### src/rtl/seq_div08.sv
// Iterative restoring unsigned 8/8 divider.
// Produces one quotient bit per cycle, MSB first.
module seq_div08 (
  input  logic       clk,
  input  logic       rst,
  input  logic       in_valid,
  output logic       in_ready,
  input  logic [7:0] dividend,
  input  logic [7:0] divisor,
  output logic       out_valid,
  input  logic       out_ready,
  output logic [7:0] quotient,
  output logic [7:0] remainder,
  output logic       div_by_zero
);

  typedef enum logic [1:0] {
    IDLE = 2'd0,
    BUSY = 2'd1,
    DONE = 2'd2
  } state_t;

  state_t     state;
  state_t     state_nx;

  logic [2:0] cnt;
  logic [7:0] dvd;
  logic [7:0] dvs;
  logic [7:0] prem;
  logic [7:0] quo;

  logic [8:0] t;
  logic [9:0] d;
  logic       borrow;
  logic       qbit;
  logic [7:0] prem_nx;
  logic [7:0] quo_nx;
  logic       accept;
  logic       last;
  logic       zero_dvs;

  assign t = {prem, dvd[3'd7 - cnt]};
  assign d = {1'b0, t} + {2'b11, ~dvs} + 10'd1;

  // d[9:8] is 2'b00 when t >= divisor and 2'b11 otherwise
  assign borrow  = |d[9:8];
  assign qbit    = ~borrow;
  assign prem_nx = borrow ? t[7:0] : d[7:0];
  assign quo_nx  = {quo[6:0], qbit};

  assign in_ready  = (state == IDLE) && !rst;
  assign out_valid = (state == DONE);
  assign accept    = in_valid && in_ready;
  assign last      = (cnt == 3'd7);
  assign zero_dvs  = (divisor == 8'd0);

  always_comb begin
    state_nx = state;
    unique case (state)
      IDLE: begin
        if (accept) begin
          state_nx = zero_dvs ? DONE : BUSY;
        end
      end
      BUSY: begin
        if (last) begin
          state_nx = DONE;
        end
      end
      DONE: begin
        if (out_ready) begin
          state_nx = IDLE;
        end
      end
      default: state_nx = IDLE;
    endcase
  end

  always_ff @(posedge clk) begin
    if (rst) begin
      state <= IDLE;
    end else begin
      state <= state_nx;
    end
  end

  always_ff @(posedge clk) begin
    if (rst) begin
      cnt         <= 3'd0;
      dvd         <= 8'd0;
      dvs         <= 8'd0;
      prem        <= 8'd0;
      quo         <= 8'd0;
      quotient    <= 8'd0;
      remainder   <= 8'd0;
      div_by_zero <= 1'b0;
    end else begin
      if (accept) begin
        dvd  <= dividend;
        dvs  <= divisor;
        prem <= 8'd0;
        quo  <= 8'd0;
        cnt  <= 3'd0;
        if (zero_dvs) begin
          quotient    <= 8'hFF;
          remainder   <= dividend;
          div_by_zero <= 1'b1;
        end
      end else if (state == BUSY) begin
        prem <= prem_nx;
        quo  <= quo_nx;
        cnt  <= cnt + 3'd1;
        if (last) begin
          quotient    <= quo_nx;
          remainder   <= prem_nx;
          div_by_zero <= 1'b0;
        end
      end
    end
  end

endmodule

### config.mk
export PLATFORM = sky130hd
export DESIGN_NAME = seq_div08
export DESIGN_NICKNAME = d
export VERILOG_FILES = /design/src/rtl/seq_div08.sv
export SDC_FILE = /design/constraint.sdc
export NUM_CORES = 1
export LEC_CHECK = 0
export CORE_MARGIN = 1
export CORE_UTILIZATION = 54
export CTS_CLUSTER_SIZE = 8
export DETAILED_ROUTE_END_ITERATION = 8
export PLACE_DENSITY = 0.79
export REMOVE_ABC_BUFFERS = 1
export SKIP_CTS_REPAIR_TIMING = 1
export SLEW_MARGIN = 25
export SYNTH_ARGS = -nofsm -noshare
export SYNTH_HDL_FRONTEND = slang
export SYNTH_SLANG_ARGS = --single-unit
export TNS_END_PERCENT = 10
### constraint.sdc
create_clock -name clk -period 3.2 [get_ports clk]
set_input_delay 0.64 -clock clk [delete_from_list [all_inputs] [get_ports clk]]
set_output_delay 0.64 -clock clk [all_outputs]
set_load 0.02 [all_outputs]
# Yosys cells after proc, flatten, opt, wreduce, memory -nomap -nowiden
# Index checks and enable logic that the tools add are counted.
[totals] ramBits=0 out_inout_bits=19 input_bits=20 elab_cells=54 register_bits=53 mem_count=0 latch_bits=0 romBits=0
[classes] n_reduce_logical=11 eq_ne=7 add_sub_neg=4 mul=0 mux=20 div=0 shift=0 order_cmp=1 n_bitwise=2
[ops] op="$mux 8" n=9
[ops] op="$add 10x1->10 const B" n=1
[ops] op="$add 9x10->10" n=1
[ops] op="$logic_not 8->1" n=1
[ops] op="$mux 2" n=4
[ops] op="$not 8->8" n=1
[ops] op="$pmux 2 s3" n=1
[ops] op="$reduce_and 3->1" n=2
[ops] op="$mux 1" n=5
[ops] op="$lt 3x4->1 const B" n=1
[ops] op="$ne 2x1->1 const B" n=2
[ops] op="$ne 2x2->1 const B" n=2
[ops] op="$reduce_bool 2->1" n=2
[ops] op="$reduce_or 2->1" n=2
[ops] op="$add 3x1->3 const B" n=1
[ops] op="$bmux 1 s3" n=1
[ops] op="$eq 3x3->1 const B" n=1
[ops] op="$sub 3x3->3 const A" n=1
[ops] op="$eq 2x1->1 const B" n=1
[ops] op="$eq 2x2->1 const B" n=1
[ops] op="$logic_and 1x1->1" n=2
[ops] op="$logic_not 2->1" n=1
[ops] op="$logic_not 1->1" n=1
[ops] op="$not 1->1" n=1

# Depth between registers and ports, before layout
[logic_depth] depth_word=10 depth_mapped=13 ltp_nobuf=11

# Least setup slack after synthesis
# No wires, ideal clock.
[synth_timing] path_kind="register to register" startpoint="reg cnt[0]" endpoint="reg prem[5]" synth_period_minus_slack_ns=2.857 slack_ns=0.343 path_stages_with_launch=12 n_path_buf=1 required_ns=3.134 arrival_time_ns=2.790 setup_ns=0.066 cell_sequence="dfxtp_1 > mux4_2 > mux2_2 > inv_1 > ha_1 > nand2b_1 > a21oi_1 > o211a_1 > o311ai_4 > buf_6 > mux2_4 > a21oi_2"
[synth_via] elab_chain_cells=7
[synth_rtl] item="start: declaration" line="26" source="logic [2:0] cnt;"
[synth_rtl] item="start signal: assignment" line="112" source="cnt <= cnt + 3'd1;"
[synth_rtl] item="$sub 3x3->3 *" line="42" source="assign t = {prem, dvd[3'd7 - cnt]};"
[synth_rtl] item="$bmux 1 s3 *" line="42"
[synth_rtl] item="$mux 1 (implied by the code) *" line="42"
[synth_rtl] item="$add 9x10->10 *" line="43" source="assign d = {1'b0, t} + {2'b11, ~dvs} + 10'd1;"
[synth_rtl] item="$add 10x1->10 *" line="43"
[synth_rtl] item="$reduce_or 2->1" line="46" source="assign borrow = |d[9:8];"
[synth_rtl] item="$mux 8 *" line="48" source="assign prem_nx = borrow ? t[7:0] : d[7:0];"
[synth_rtl] item="end signal: assignment" line="110" source="prem <= prem_nx;"
[synth_rtl] item="end: declaration" line="29" source="logic [7:0] prem;"
# Mark *: on every way between the ends. The rest lies on a longest branch, timed or not. The select of a mux whose other input is x is not followed.
# A chain may end at the register's enable or synchronous reset.

# Worst setup path in the final report
# Same ends and word-level chain as after synthesis.

==> metrics.sh <==
CLOCK-ROOT-BUFFER='sky130_fd_sc_hd__clkbuf_8'
PIN_COUNT_OF_THE_BIGGEST_NET_ENTERING_GLOBAL_ROUTING=31
GLOBALPLACE.CONGESTION=0.871
VIAS_IN_THE_FIRST_GLOBAL_ROUTE=2284
REQUIRED_PS=3470
GLOBAL_ROUTE.USAGE.MET1=0.341
CLOCKPOWERSHARE=0.243
RANKING_OF_SYNTHESIZED_CELLS_BY_AREA='sky130_fd_sc_hd__dfxtp_1, sky130_fd_sc_hd__nand2_1, sky130_fd_sc_hd__a21oi_1'
GRT_ANTENNA_BEFORE_REPAIR=0
DIE_HEIGHT_UM=73.8
CAP_VIOLATIONS=0
LEAKAGE_uW=0.00131
CLK_PIN_SLEW_PS=100
FMAX_GHz=0.323
DRTPASS1ITERATIONS=5
YOSYS.AREA.TOP_TYPE='sky130_fd_sc_hd__dfxtp_1'
HOLD_FAILS_FINAL_RPT=0
P_INT_uW=1080
HP-CLASS='reg -> reg'
YOSYSUNIQUECELLTYPES=54
GRTUSAGEMET2=0.417
FP-ROW-COUNT=25
FIN_NETS=408
CORE_REGION_AREA_SQ_MM=0.00485
CHIPWIDTH_UM=73.8
TRITONCTS.NUM_BUFFERS=5
FINISH.CELL_COUNT_WITHOUT_FILLERS=445
PERIOD_MINUS_SLACK_PS=3100
INITIALDRTVIOLATIONCOUNT=165
MAXIMUM_LEVEL_OF_THE_CTS_H_TREE=2
PWR-SHARE-COMB=0.314
SLEW_HEADROOM=0.560
MIN_PERIOD_OVER_PERIOD=0.968
CRITPATHMAXFANOUT=8
TRACK_USAGE=0.258
NUM_IO_PINS=39
PRE_CTS_WS_PS=-63.6
ENDPOINT_KIND='flop'
DRIVE_ABOVE_1_SHARE=0.119
NUM_ANTENNA_CELLS=0
BUSIEST_LAYER='met2'
PLACEMENT.IO_BUFFERS=38
POWER.SWITCHING_FRACTION=0.339
CRITICAL_PATH_ARRIVAL_PS=3360
DETAIL_ROUTE.WIRELENGTH_MM=6.63
DRCVIOLATIONCOUNT=0
REPORT.FINAL.SLEW_VIOL_COUNT=0
YOSYS_MOST_USED_DFF='sky130_fd_sc_hd__dfxtp_1'
CRITICAL_PATH.STARTPOINT_TYPE='flop'
SYNTH_CELLS=336
SEQUENTIALPOWERSHARE=0.442
AREA.GROWTH.SYNTH_TO_FINAL_PCT=21.9
ASYNC_RESET_FF_FRAC=0
SETUP_SLACK_PS=103
VDD_IR_DROP_MAX_V=0.000278
CRITICAL_PATH_CLASS='reg -> reg'
START_UTIL=0.575
POST_DRT_WL_PER_CELL_UM=14.9
INSERTION_DELAY_PS=320
YS_WARN_COUNT=0
DR_TOTAL_VIAS=2543
OUTCOME='finished clean'
POWERDENSITY_mW_PER_MM2=479
DIE_AREA_SQ_MM=0.00545
RSZ0062_AT_GRT='yes'
GRT_FIRST_PASS_WIRELENGTH_MM=10.6
TIGHTESTPINTRANSITION_PS=660
TIMING.FINAL.SETUP_VIOLATIONS=0
DPL.HPWL_MM=4.67
VIASPERCELL=5.71
YOSYSTOPAREACELLSHARE=0.381
TRITONCTS='done'
SYNTH.CELL_AREA_SQ_MM=0.00279
CTS_NUM_SINKS=53
DPL.CELL_COUNT=433
TOTAL_CONGESTION_OVERFLOW_AFTER_GLOBAL_ROUTING=0
SYNTH.AVG_CELL_AREA_SQ_UM=8.29
GLOBALROUTEMET3UTIL=0.0453
SYNTH.FF_LATCH_COUNT=53
SWITCHINGPOWER_uW=552
FINALCLOCKSKEW_PS=7.00
CTS.PATH.MAX_BUFFERS=2
SEQUENTIAL_TO_TOTAL_AREA_SHARE_FROM_YOSYS_STAT=0.381
SYNTH_ENABLE_FLOP_CELLS=0
FINALHOLDWORSTSLACK_PS=448
DETAIL-ROUTE-ANTENNA-NETS=0
COUNT_OF_FILLER_CELLS_INSERTED_IN_THE_LAYOUT=411
## cells by family (layout without fill, tap and decap cells)
kind of cell,after synthesis,count (layout),synth area share
compound gates,76,76,0.189
mux,10,10,0.0503
fa+ha+maj,11,11,0.0521
buf+inv,38,80,0.0602
simple gates,142,142,0.248
flops,53,53,0.381
xor+xnor,6,6,0.0189
## power groups by stage
stage | Combinational (uW) | Clock (uW) | Sequential, uW
global placement | 450 | 0 | 734
global route | 552 | 428 | 725
CTS | 465 | 399 | 720
finish | 512 | 396 | 720
floorplan | 322 | 0 | 727
detailed placement | 462 | 0 | 735
## path summary, 6_finish.rpt
kind	start	to	slack [ps]	cells after the start
setup / recovery	cnt[0]	prem[5]	100	11
hold / removal	dvd[3]	dvd[3]	450	2
setup reg to reg	cnt[0]	prem[5]	100	11
hold reg to reg	dvd[3]	dvd[3]	450	2
## stage by stage
step	util	setup TNS, ps	instance area [sq um]	power, uW
after detailed placement	0.671	-89.4	3250	1200
after CTS	0.690	-197	3350	1580
final	0.701	0	3400	1630
after global routing	0.701	-45.1	3400	1700
after floorplan	-	-33740	2680	1050
after global placement	0.671	0	3250	1180
## flip-flops by register name, summed over array words and instances, names as in the netlist
name / count
dvd: 8
dvs: 8
prem: 8
quotient: 8
remainder: 8
quo: 7
cnt: 3
state: 2
div_by_zero: 1
## final cells by class
| type | count | area (sq um) | share of cell area |
|---|---|---|---|
| repair buffers | 56 | 515 | 0.152 |
| clock inverters | 3 | 22.5 | 0.00663 |
| clock buffers | 5 | 68.8 | 0.0203 |
| flip-flops and latches | 53 | 1060 | 0.313 |
| multi-input cells | 245 | 1580 | 0.466 |
| inverters | 16 | 60.1 | 0.0177 |
| well taps | 67 | 83.8 | 0.0247 |
## critical path: stages (launching register included)
cell and delay [ps]:
sky130_fd_sc_hd__dfxtp_4 380, sky130_fd_sc_hd__mux4_2 490, sky130_fd_sc_hd__mux2_2 310, sky130_fd_sc_hd__inv_1 70, sky130_fd_sc_hd__ha_1 170, sky130_fd_sc_hd__nand2b_1 130, sky130_fd_sc_hd__a21oi_1 110, sky130_fd_sc_hd__o211a_1 290
sky130_fd_sc_hd__o311ai_4 440, sky130_fd_sc_hd__buf_4 200, sky130_fd_sc_hd__mux2_4 310, sky130_fd_sc_hd__a21oi_2 140
## metal layers
metal | vias to the layer above | wire, um
met5 | - | 0
met4 | 0 | 130
met3 | 9 | 364
met2 | 71 | 3080
met1 | 1194 | 3050
li1 | 1269 | -
## cell usage after synthesis (3+ instances only)
master and count:
sky130_fd_sc_hd__nand3b_1 3, sky130_fd_sc_hd__ha_1 10, sky130_fd_sc_hd__xor2_1 4, sky130_fd_sc_hd__nand2b_1 9, sky130_fd_sc_hd__o32a_1 4, sky130_fd_sc_hd__o21ai_0 9, sky130_fd_sc_hd__nor3_1 18, sky130_fd_sc_hd__a211oi_1 3
sky130_fd_sc_hd__a21oi_1 29, sky130_fd_sc_hd__or4_1 5, sky130_fd_sc_hd__a21oi_2 3, sky130_fd_sc_hd__buf_2 7, sky130_fd_sc_hd__o211ai_1 6, sky130_fd_sc_hd__clkbuf_1 11, sky130_fd_sc_hd__nand4b_1 6, sky130_fd_sc_hd__nand2_1 58
sky130_fd_sc_hd__o31ai_1 7, sky130_fd_sc_hd__nor2_1 22, sky130_fd_sc_hd__nor2b_1 4, sky130_fd_sc_hd__inv_1 16, sky130_fd_sc_hd__mux2_2 4, sky130_fd_sc_hd__nand3_1 4, sky130_fd_sc_hd__dfxtp_1 53
## cells in the final DEF (no fill, tap or decap), types with 5 or more instances in the layout
cell type and n:
sky130_fd_sc_hd__or4_1 5, sky130_fd_sc_hd__nor3_1 18, sky130_fd_sc_hd__a21oi_1 29, sky130_fd_sc_hd__dfxtp_1 52, sky130_fd_sc_hd__o21ai_0 9, sky130_fd_sc_hd__nand2b_1 8
sky130_fd_sc_hd__clkdlybuf4s50_1 38, sky130_fd_sc_hd__ha_1 10, sky130_fd_sc_hd__nand4b_1 6, sky130_fd_sc_hd__nand2_1 58, sky130_fd_sc_hd__o211ai_1 6, sky130_fd_sc_hd__o31ai_1 7
sky130_fd_sc_hd__nor2_1 22, sky130_fd_sc_hd__buf_4 18, sky130_fd_sc_hd__inv_1 16, sky130_fd_sc_hd__clkbuf_8 5
No activity file was read; power rests on OpenSTA's default activity.
